**config.mk**
```make
export PLATFORM = sky130hd
export DESIGN_NAME = tg_burst_sequencer
export DESIGN_NICKNAME = d
export VERILOG_FILES = /design/src/rtl/tg_seq_pkg.sv /design/src/rtl/tg_seq_sat_counter.sv /design/src/rtl/tg_burst_sequencer.sv
export SDC_FILE = /design/constraint.sdc
export NUM_CORES = 1
export LEC_CHECK = 0
export BUFFER_PORTS_ARGS = -buffer_cell sky130_fd_sc_hd__buf_2
export CORE_ASPECT_RATIO = 1.2
export CORE_MARGIN = 1
export CORE_UTILIZATION = 40
export CTS_BUF_LIST = sky130_fd_sc_hd__clkbuf_2 sky130_fd_sc_hd__clkbuf_4 sky130_fd_sc_hd__clkbuf_8
export DETAILED_ROUTE_END_ITERATION = 10
export GPL_TIMING_DRIVEN = 0
export SYNTH_ARGS = -nofsm -noshare
export SYNTH_HDL_FRONTEND = slang
export SYNTH_SLANG_ARGS = --single-unit
```
**constraint.sdc**
```tcl
create_clock -name aclk -period 3.8 [get_ports aclk]
set_input_delay 0.57 -clock aclk [delete_from_list [all_inputs] [get_ports aclk]]
set_output_delay 0.57 -clock aclk [all_outputs]
set_load 0.05 [all_outputs]
```
**src/rtl/tg_seq_pkg.sv**
```systemverilog
// Shared types and default widths for the test-pattern burst sequencer.
package tg_seq_pkg;

  localparam int TG_SEQ_LEN_W = 16;
  localparam int TG_SEQ_CNT_W = 32;

  typedef enum logic [2:0] {
    IDLE,
    ARM,
    BURST,
    GAP,
    DONE
  } tg_seq_state_t;

  // Configuration snapshot taken at start; fields are carried at the default width.
  typedef struct packed {
    logic [TG_SEQ_LEN_W-1:0] burst_len;
    logic [TG_SEQ_LEN_W-1:0] gap;
    logic [TG_SEQ_LEN_W-1:0] num_bursts;
  } tg_seq_cfg_t;

endpackage

```
**src/rtl/tg_seq_sat_counter.sv**
```systemverilog
// Up-counter with synchronous clear that sticks at all-ones instead of wrapping.
module tg_seq_sat_counter #(
  parameter int W = 32
) (
  input  logic         aclk,
  input  logic         reset,
  input  logic         clr,
  input  logic         en,
  output logic [W-1:0] q
);

  always_ff @(posedge aclk) begin
    if (reset || clr) begin
      q <= '0;
    end else if (en && (q != '1)) begin
      q <= q + W'(1);
    end
  end

endmodule

```
**src/rtl/tg_burst_sequencer.sv**
```systemverilog
// Gates the test-pattern generator into bursts of exactly N accepted beats with idle gaps.
// Optional TG_SEQ_STATS_EN adds stall_cycles and max_burst_cycles counters.
//
// state | meaning
// IDLE  | waiting for start, generator enabled-off and out of reset
// ARM   | one cycle with generator held in reset so the pattern restarts at 0
// BURST | extenable high, counting accepted beats
// GAP   | extenable low for cfg_gap cycles between bursts
// DONE  | one-cycle done pulse at the end of a finite run
module tg_burst_sequencer
  import tg_seq_pkg::*;
#(
  parameter int LEN_W = TG_SEQ_LEN_W,
  parameter int CNT_W = TG_SEQ_CNT_W
) (
  input  logic             aclk,
  input  logic             reset,
  input  logic             start,
  input  logic             abort,
  input  logic [LEN_W-1:0] cfg_burst_len,
  input  logic [LEN_W-1:0] cfg_gap,
  input  logic [LEN_W-1:0] cfg_num_bursts,
  output logic             tg_resetn,
  output logic             tg_enable,
  input  logic             tg_tvalid,
  input  logic             tg_tready,
  output logic             busy,
  output logic             done,
  output logic [LEN_W-1:0] burst_idx,
  output logic [CNT_W-1:0] beats_total
`ifdef TG_SEQ_STATS_EN
  ,
  output logic [CNT_W-1:0] stall_cycles,
  output logic [CNT_W-1:0] max_burst_cycles
`endif
);

  tg_seq_state_t    state_q;
  tg_seq_state_t    state_nxt;
  tg_seq_cfg_t      cfg_q;
  logic [LEN_W-1:0] beat_cnt;
  logic [LEN_W-1:0] gap_cnt;
  logic [LEN_W-1:0] len_m1;
  logic             beat;
  logic             last_beat;
  logic             last_burst;
  logic             start_ok;

  assign beat       = tg_tvalid & tg_tready & tg_enable;
  assign len_m1     = LEN_W'(cfg_q.burst_len) - LEN_W'(1);
  assign last_beat  = beat && (beat_cnt == len_m1);
  assign last_burst = (cfg_q.num_bursts != '0) &&
                      (burst_idx == LEN_W'(cfg_q.num_bursts) - LEN_W'(1));
  assign start_ok   = start && !abort && (state_q == IDLE);

  always_comb begin
    state_nxt = state_q;
    if (abort) begin
      state_nxt = IDLE;
    end else begin
      case (state_q)
        IDLE:  if (start_ok) state_nxt = ARM;
        ARM:   state_nxt = BURST;
        BURST: begin
          if (last_beat) begin
            if (last_burst)            state_nxt = DONE;
            else if (cfg_q.gap != '0)  state_nxt = GAP;
          end
        end
        GAP:   if (gap_cnt == '0) state_nxt = BURST;
        DONE:  state_nxt = IDLE;
        default: state_nxt = IDLE;
      endcase
    end
  end

  always_ff @(posedge aclk) begin
    if (reset) begin
      state_q   <= IDLE;
      tg_resetn <= 1'b1;
      tg_enable <= 1'b0;
      busy      <= 1'b0;
      done      <= 1'b0;
      cfg_q     <= '0;
      beat_cnt  <= '0;
      gap_cnt   <= '0;
      burst_idx <= '0;
    end else begin
      state_q   <= state_nxt;
      tg_resetn <= (state_nxt != ARM);
      tg_enable <= (state_nxt == BURST);
      busy      <= (state_nxt inside {ARM, BURST, GAP});
      done      <= (state_nxt == DONE);

      if (start_ok) begin
        cfg_q.burst_len  <= (cfg_burst_len == '0) ? TG_SEQ_LEN_W'(1)
                                                  : TG_SEQ_LEN_W'(cfg_burst_len);
        cfg_q.gap        <= TG_SEQ_LEN_W'(cfg_gap);
        cfg_q.num_bursts <= TG_SEQ_LEN_W'(cfg_num_bursts);
        beat_cnt         <= '0;
        burst_idx        <= '0;
      end

      // Abort freezes burst_idx; the gap timer reloads as a down-counter at each burst end.
      if (!abort && (state_q == BURST) && beat) begin
        if (last_beat) begin
          beat_cnt <= '0;
          gap_cnt  <= LEN_W'(cfg_q.gap) - LEN_W'(1);
          if (!last_burst) burst_idx <= burst_idx + LEN_W'(1);
        end else begin
          beat_cnt <= beat_cnt + LEN_W'(1);
        end
      end

      if (!abort && (state_q == GAP) && (gap_cnt != '0)) begin
        gap_cnt <= gap_cnt - LEN_W'(1);
      end
    end
  end

  tg_seq_sat_counter #(.W(CNT_W)) u_beats (
    .aclk  (aclk),
    .reset (reset),
    .clr   (start_ok),
    .en    (beat),
    .q     (beats_total)
  );

`ifdef TG_SEQ_STATS_EN
  logic [CNT_W-1:0] dwell_cnt;
  logic [CNT_W-1:0] burst_dwell;

  tg_seq_sat_counter #(.W(CNT_W)) u_stall (
    .aclk  (aclk),
    .reset (reset),
    .clr   (start_ok),
    .en    ((state_q == BURST) && tg_tvalid && !tg_tready),
    .q     (stall_cycles)
  );

  // Cycles spent in the current burst so far, restarted at every burst boundary.
  tg_seq_sat_counter #(.W(CNT_W)) u_dwell (
    .aclk  (aclk),
    .reset (reset),
    .clr   ((state_q != BURST) || last_beat),
    .en    (state_q == BURST),
    .q     (dwell_cnt)
  );

  assign burst_dwell = (dwell_cnt == '1) ? dwell_cnt : dwell_cnt + CNT_W'(1);

  always_ff @(posedge aclk) begin
    if (reset || start_ok) begin
      max_burst_cycles <= '0;
    end else if ((state_q == BURST) && last_beat && (burst_dwell > max_burst_cycles)) begin
      max_burst_cycles <= burst_dwell;
    end
  end
`endif

endmodule

```
==> results of run 1 <==
==> final cells by class <==
| class | count | area share, % |
|---|---|---|
| Buffer | 48 | 2.45 |
| Clock buffer | 20 | 2.97 |
| Clock inverter | 12 | 1.40 |
| Inverter | 30 | 1.24 |
| Multi-Input combinational cell | 777 | 52.6 |
| Sequential cell | 135 | 29.9 |
| Tap cell | 256 | 3.54 |
| Timing Repair Buffer | 106 | 5.89 |
==> metal layers <==
layer  vias up  GRT usage (%)  routed length, µm
met5         -              0                  0
met4         0           7.45                278
met3        21           3.29                807
met2       137           39.1              10800
met1      3653           28.5               9940
li1       3840              -                  -
==> stage by stage <==
stage | hold WS, ns | utilization [%]
after CTS | 0.317 | 47.6
final | 0.335 | 47.8
after global placement | 0.473 | 45.4
after global routing | 0.334 | 47.8
after floorplan | 0.453 | -
after detailed placement | 0.474 | 45.4
==> worst max-delay path, delay by kind of cell (launching register included) <==
| kind | cells | cell delay, ns |
|---|---|---|
| AO/OA/AOI/OAI | 4 | 0.70 |
| adder cells (fa/ha/maj) | 1 | 0.21 |
| buffers and inverters | 3 | 0.61 |
| multiplexers | 1 | 0.22 |
| AND/OR/NAND/NOR | 4 | 1.29 |
| flip-flops | 1 | 0.30 |
| XOR/XNOR | 1 | 0.10 |
==> repair_timing <==
item                                    4_1_cts  5_1_grt
pin swaps                                     0        1
endpoints found under the hold margin         0        0
cloned                                        0        0
endpoints found under the setup margin        6       16
setup buffers                                 0        1
resized for setup                             7        5
==> placed cells by master (no fill, tap or decap), types with 26 or more instances in the layout <==
cell / Yosys / final
a21oi_1: 81 / 81
and3_1: 32 / 32
buf_2: 5 / 108
clkbuf_1: 38 / 38
dfxtp_1: 135 / 135
inv_1: 30 / 30
nand2_1: 133 / 133
nand3_1: 33 / 33
nor2_1: 75 / 74
nor3_1: 47 / 47
nor4_1: 26 / 26
o21ai_0: 55 / 55
xnor2_1: 40 / 40
xor2_1: 37 / 37
==> registers in the layout (all words and copies together), names as in the netlist <==
| name | cells |
|---|---|
| beat_cnt | 16 |
| burst_idx | 16 |
| busy | 1 |
| cfg_q | 48 |
| done | 1 |
| gap_cnt | 16 |
| state_q | 3 |
| tg_enable | 1 |
| tg_resetn | 1 |
| u_beats.q | 32 |
==> where the power goes <==
group	switching [mW]	internal, mW	total [mW]
clock network	0.588	0.622	1.21
registers	0.0511	1.45	1.51
logic	0.317	0.228	0.545
total	0.956	2.30	3.26
==> logic make-up (layout without fill, tap and decap cells) <==
logic type / after synthesis / count (layout)
simple gates: 446 / 446
compound gates: 224 / 224
flops: 135 / 135
xor+xnor: 79 / 79
buf+inv: 79 / 216
mux: 21 / 21
fa+ha+maj: 7 / 7
==> how the worst max path moves through the flow <==
stage / from / endpoint / cells after the start
floorplan: gap_cnt[3] / gap_cnt[14] / 15
detailed placement: gap_cnt[3] / gap_cnt[14] / 15
CTS: gap_cnt[3] / gap_cnt[14] / 14
finish: gap_cnt[3] / gap_cnt[12] / 14
global route: gap_cnt[3] / gap_cnt[14] / 14
global placement: gap_cnt[3] / gap_cnt[14] / 15
==> impl_metrics.json, run 1 <==
{
  "ys_warn_count": 0,
  "synth_top_area_share_pct": 34.9,
  "tns_ns": 0,
  "reg2reg_depth": 14,
  "wire_per_inst_um": 15.7,
  "ir_drop_uv": 196,
  "worst_hold_path_type": "primary input to register",
  "clk_pin_slew_ns": 0.08,
  "tightest_slew_ns": 0.816,
  "place_hpwl_mm": 16.4,
  "num_vias": 7651,
  "nets": 1176,
  "min_path_cells": 2,
  "multiInputGateArea_um2": 4760,
  "criticalPathCategory": "register to register",
  "synth_top_family_by_area": "simple AND/OR/NAND/NOR gates",
  "critPathSlowestCell": "or4_1",
  "synthTopCellsByCount": "135 x dfxtp_1, 133 x nand2_1, 81 x a21oi_1, 75 x nor2_1, 55 x o21ai_0",
  "htree_levels": 4,
  "synth_area_leaders": "dfxtp_1 35%, nand2_1 6.4%, a21oi_1 5.2%",
  "placed_area_um2": 8590,
  "die_w_um": 129,
  "clkLatencyLatePin_ns": 0.46,
  "core_area_um2": 18900,
  "syn-cell-area_um2": 7740,
  "clockBufferDepth": 2,
  "gp_congestion": 0.891,
  "async_reset_ff_share_pct": 0,
  "reg2reg_slack_ns": 0.22,
  "grt_overflow_total": 0,
  "detail-route-antenna-nets": 0,
  "yosysMostFrequentCell": "dfxtp_1",
  "seq_area_um2": 2700,
  "relSlewSlack_pct": 45.2,
  "reg2reg_from": "gap_cnt[3]",
  "worstPathMaxFanout": 19,
  "synthMuxAreaShare_pct": 2.79,
  "ys_ff_latch": 135,
  "final_area_um2": 9050,
  "syn_nets": 1052,
  "synthDistinctLibCells": 72,
  "pre_cts_ws_ns": -0.635,
  "viasPerCell": 5.53,
  "num_io_pins": 106,
  "cp_cell_sequence": "clkbuf_1 > or4_1 > or3_1 > o21ai_4 > buf_8 > buf_4 > mux2i_1 > ha_2 > o211a_4 > o31ai_2 > nor3_1 > xor2_1 > a21oi_1 > nor2_1",
  "cp.arrival_ns": 3.92,
  "start_util_pct": 40.9,
  "hold_start": "cfg_burst_len[5]",
  "synthAdderAreaFrac_pct": 1.13,
  "grt_pass1_vias": 7111,
  "hold_viol": 0,
  "final.min_clock_period_ns": 3.58,
  "synthXorXnorAreaFrac_pct": 9.31,
  "r2r-end": "gap_cnt[12]",
  "root_buffer": "clkbuf_8",
  "skew_ns": 0.0118,
  "rows": 55,
  "yosys_most_used_dff": "dfxtp_1",
  "synth_edf_count": 0,
  "fin_total_pwr_mw": 3.26,
  "antenna_found_initial": 0,
  "fmax_mhz": 279,
  "hold_buffers": 0,
  "maxCapViolations": 0,
  "setup_viol": 0,
  "cts_buffers": 17,
  "p_leak_nw": 3.58,
  "drtPass1Iterations": 5,
  "place_inst": 1352,
  "synth_area_per_cell_um2": 7.82,
  "start_kind": "register",
  "powerDensity_nw_per_um2": 360,
  "layout-drive-gt1-share_pct": 14.7,
  "drtIter0Drc": 441,
  "antenna_cells": 0,
  "fin_crit_sh_pct": 94.3,
  "chipHeight_um": 154,
  "die_area_um2": 19900,
  "status": "complete, no violations",
  "stdcell_count": 1384,
  "worstHoldEndpoint": "cfg_q[37]",
  "wirelength_mm": 21.8,
  "yosys.area_share.simple_pct": 30.0,
  "grt_max_degree": 20,
  "setup.worst_path.end_class": "register",
  "cp.required_ns": 4.14,
  "grtUsageTotal_pct": 22.6,
  "syn_to_final_growth_pct": 16.8,
  "synth_cells": 991,
  "maxSlewViolCount": 0,
  "num-fill-cells": 1938,
  "grt_pass1_wl_mm": 35.8,
  "worst_slack_ns": 0.215,
  "cts_sinks": 135,
  "yosysTopAreaCell": "dfxtp_1",
  "ys_seq_area_share_pct": 34.9,
  "cts_tree": "done",
  "cpPeakStageDelay_ns": 0.58,
  "port_buffers": 105,
  "synth_compound_area_share_pct": 17.7,
  "drc": 0
}
(Power assumes the default switching activity.)
==> run 2: changes to the inputs <==
REMOVE_ABC_BUFFERS = 1   (was default)
==> impl_metrics.json, run 2 (synthesis gave the netlist of run 1 again) <==
{
  "status": "complete, no violations",
  "wire_per_inst_um": 15.0,
  "worstPathMaxFanout": 15,
  "start_util_pct": 40.9,
  "start_kind": "register",
  "startpoint": "gap_cnt[3]",
  "grt_pass1_vias": 6839,
  "stdcell_count": 1339,
  "cp.required_ns": 4.18,
  "largest_registers": "cfg_q (48), u_beats.q (32)",
  "top_register": "cfg_q",
  "gp_congestion": 0.835,
  "die_w_um": 129,
  "tightest_slew_ns": 1.23,
  "maxCapViolations": 0,
  "seq_area_um2": 2700,
  "num_vias": 7323,
  "fin_crit_sh_pct": 91.7,
  "clkLatencyLatePin_ns": 0.46,
  "wirelength_mm": 20.2,
  "grt_overflow_total": 0,
  "grtUsageTotal_pct": 21.0,
  "num-fill-cells": 1971,
  "cp_cell_sequence": "or4_1 > or3_1 > o21ai_4 > buf_16 > mux2i_1 > ha_1 > o211a_1 > o31ai_1 > nor2_1 > a22oi_1 > a31o_1 > a21oi_1",
  "drtIter0Drc": 518,
  "largest_reg_flops": 48,
  "reg2reg_from": "gap_cnt[3]",
  "port_buffers": 105,
  "cpPeakStageDelay_ns": 0.58,
  "worst_hold_path_type": "primary input to register",
  "clk_pin_slew_ns": 0.09,
  "core_area_um2": 18900,
  "htree_levels": 4,
  "criticalPathCategory": "register to register",
  "setup.worst_path.end_class": "register",
  "cts_tree": "done",
  "hold_viol": 0,
  "grt_max_degree": 76,
  "relSlewSlack_pct": 17.4,
  "setup_viol": 0,
  "nets": 1131,
  "antenna_cells": 0,
  "critPathSlowestCell": "or4_1",
  "rsz0062_at_grt": "no",
  "rows": 55,
  "chipHeight_um": 154,
  "final_cell_mix": "135 x dfxtp_1, 132 x nand2_1, 104 x buf_2",
  "ir_drop_uv": 208,
  "layout_commonest_cell": "dfxtp_1",
  "antenna_found_initial": 0,
  "powerDensity_nw_per_um2": 357,
  "root_buffer": "clkbuf_8",
  "cts_buffers": 17,
  "grt_pass1_wl_mm": 33.7,
  "layout-drive-gt1-share_pct": 15.3,
  "cts_sinks": 135,
  "detail-route-antenna-nets": 0,
  "maxSlewViolCount": 0,
  "syn_to_final_growth_pct": 14.7,
  "place_hpwl_mm": 14.2,
  "fmax_mhz": 287,
  "place_inst": 1306,
  "fin_total_pwr_mw": 3.17,
  "tns_ns": 0,
  "cp.arrival_ns": 3.87,
  "p_leak_nw": 3.49,
  "clockBufferDepth": 2,
  "final.min_clock_period_ns": 3.48,
  "hold_buffers": 0,
  "hold_start": "cfg_burst_len[8]",
  "multiInputGateArea_um2": 4790,
  "drc": 0,
  "drtPass1Iterations": 5,
  "die_area_um2": 19900,
  "viasPerCell": 5.47,
  "skew_ns": 0.0119,
  "num_io_pins": 106
}
[run 2: timing repair]
action,in CTS,in global routing
endpoints found under the setup margin,24,15
pin swaps,1,0
gates resized for setup,5,4
endpoints found under the hold margin,0,0
buffers inserted,1,0
cloned,0,0
[run 2: metrics by stage]
stage / hold WS [ns] / setup slack (ns) / utilization, % / area [µm²]
global placement: 0.468 / -1.43 / 44.3 / 8380
finish: 0.337 / 0.317 / 46.9 / 8880
CTS: 0.309 / 0.0174 / 46.8 / 8860
global route: 0.316 / 0.0523 / 46.9 / 8880
detailed placement: 0.477 / -0.802 / 44.7 / 8470
floorplan: 0.447 / -0.433 / - / 7530
[run 2: worst paths after layout]
path | endpoint | slack [ns] | depth (start not counted)
min | cfg_q[40] | 0.34 | 2
max reg2reg | gap_cnt[14] | 0.32 | 12
max | gap_cnt[14] | 0.32 | 12
min reg2reg | beat_cnt[15] | 0.49 | 2
[run 2: final cells by class]
type | instances | area share (%)
flip-flops and latches | 135 | 30.4
multi-input cells | 777 | 54.0
well taps | 256 | 3.61
clock inverters | 15 | 1.48
inverters | 30 | 1.27
repair buffers | 109 | 6.63
clock buffers | 17 | 2.63
[run 2: metal layers]
layer	vias to the layer above	global-route usage [%]	share of wire, %	routed length, µm
met5	-	0	0	0
met4	0	7.45	1.7	336
met3	21	3.39	2.7	550
met2	132	35.3	49	9800
met1	3418	27.1	47	9460
li1	3752	-	-	-
[run 2: power breakdown]
group          switching, mW  internal, mW
Combinational          0.298         0.215
Clock                  0.665         0.475
Sequential            0.0621          1.45
[run 2: critical path, delay by kind of cell, from the launching register on]
family / cells / cell delay, ns
simple gates: 3 / 1.24
compound gates: 6 / 1.13
flops: 1 / 0.38
fa+ha+maj: 1 / 0.28
mux: 1 / 0.19
buf+inv: 1 / 0.18
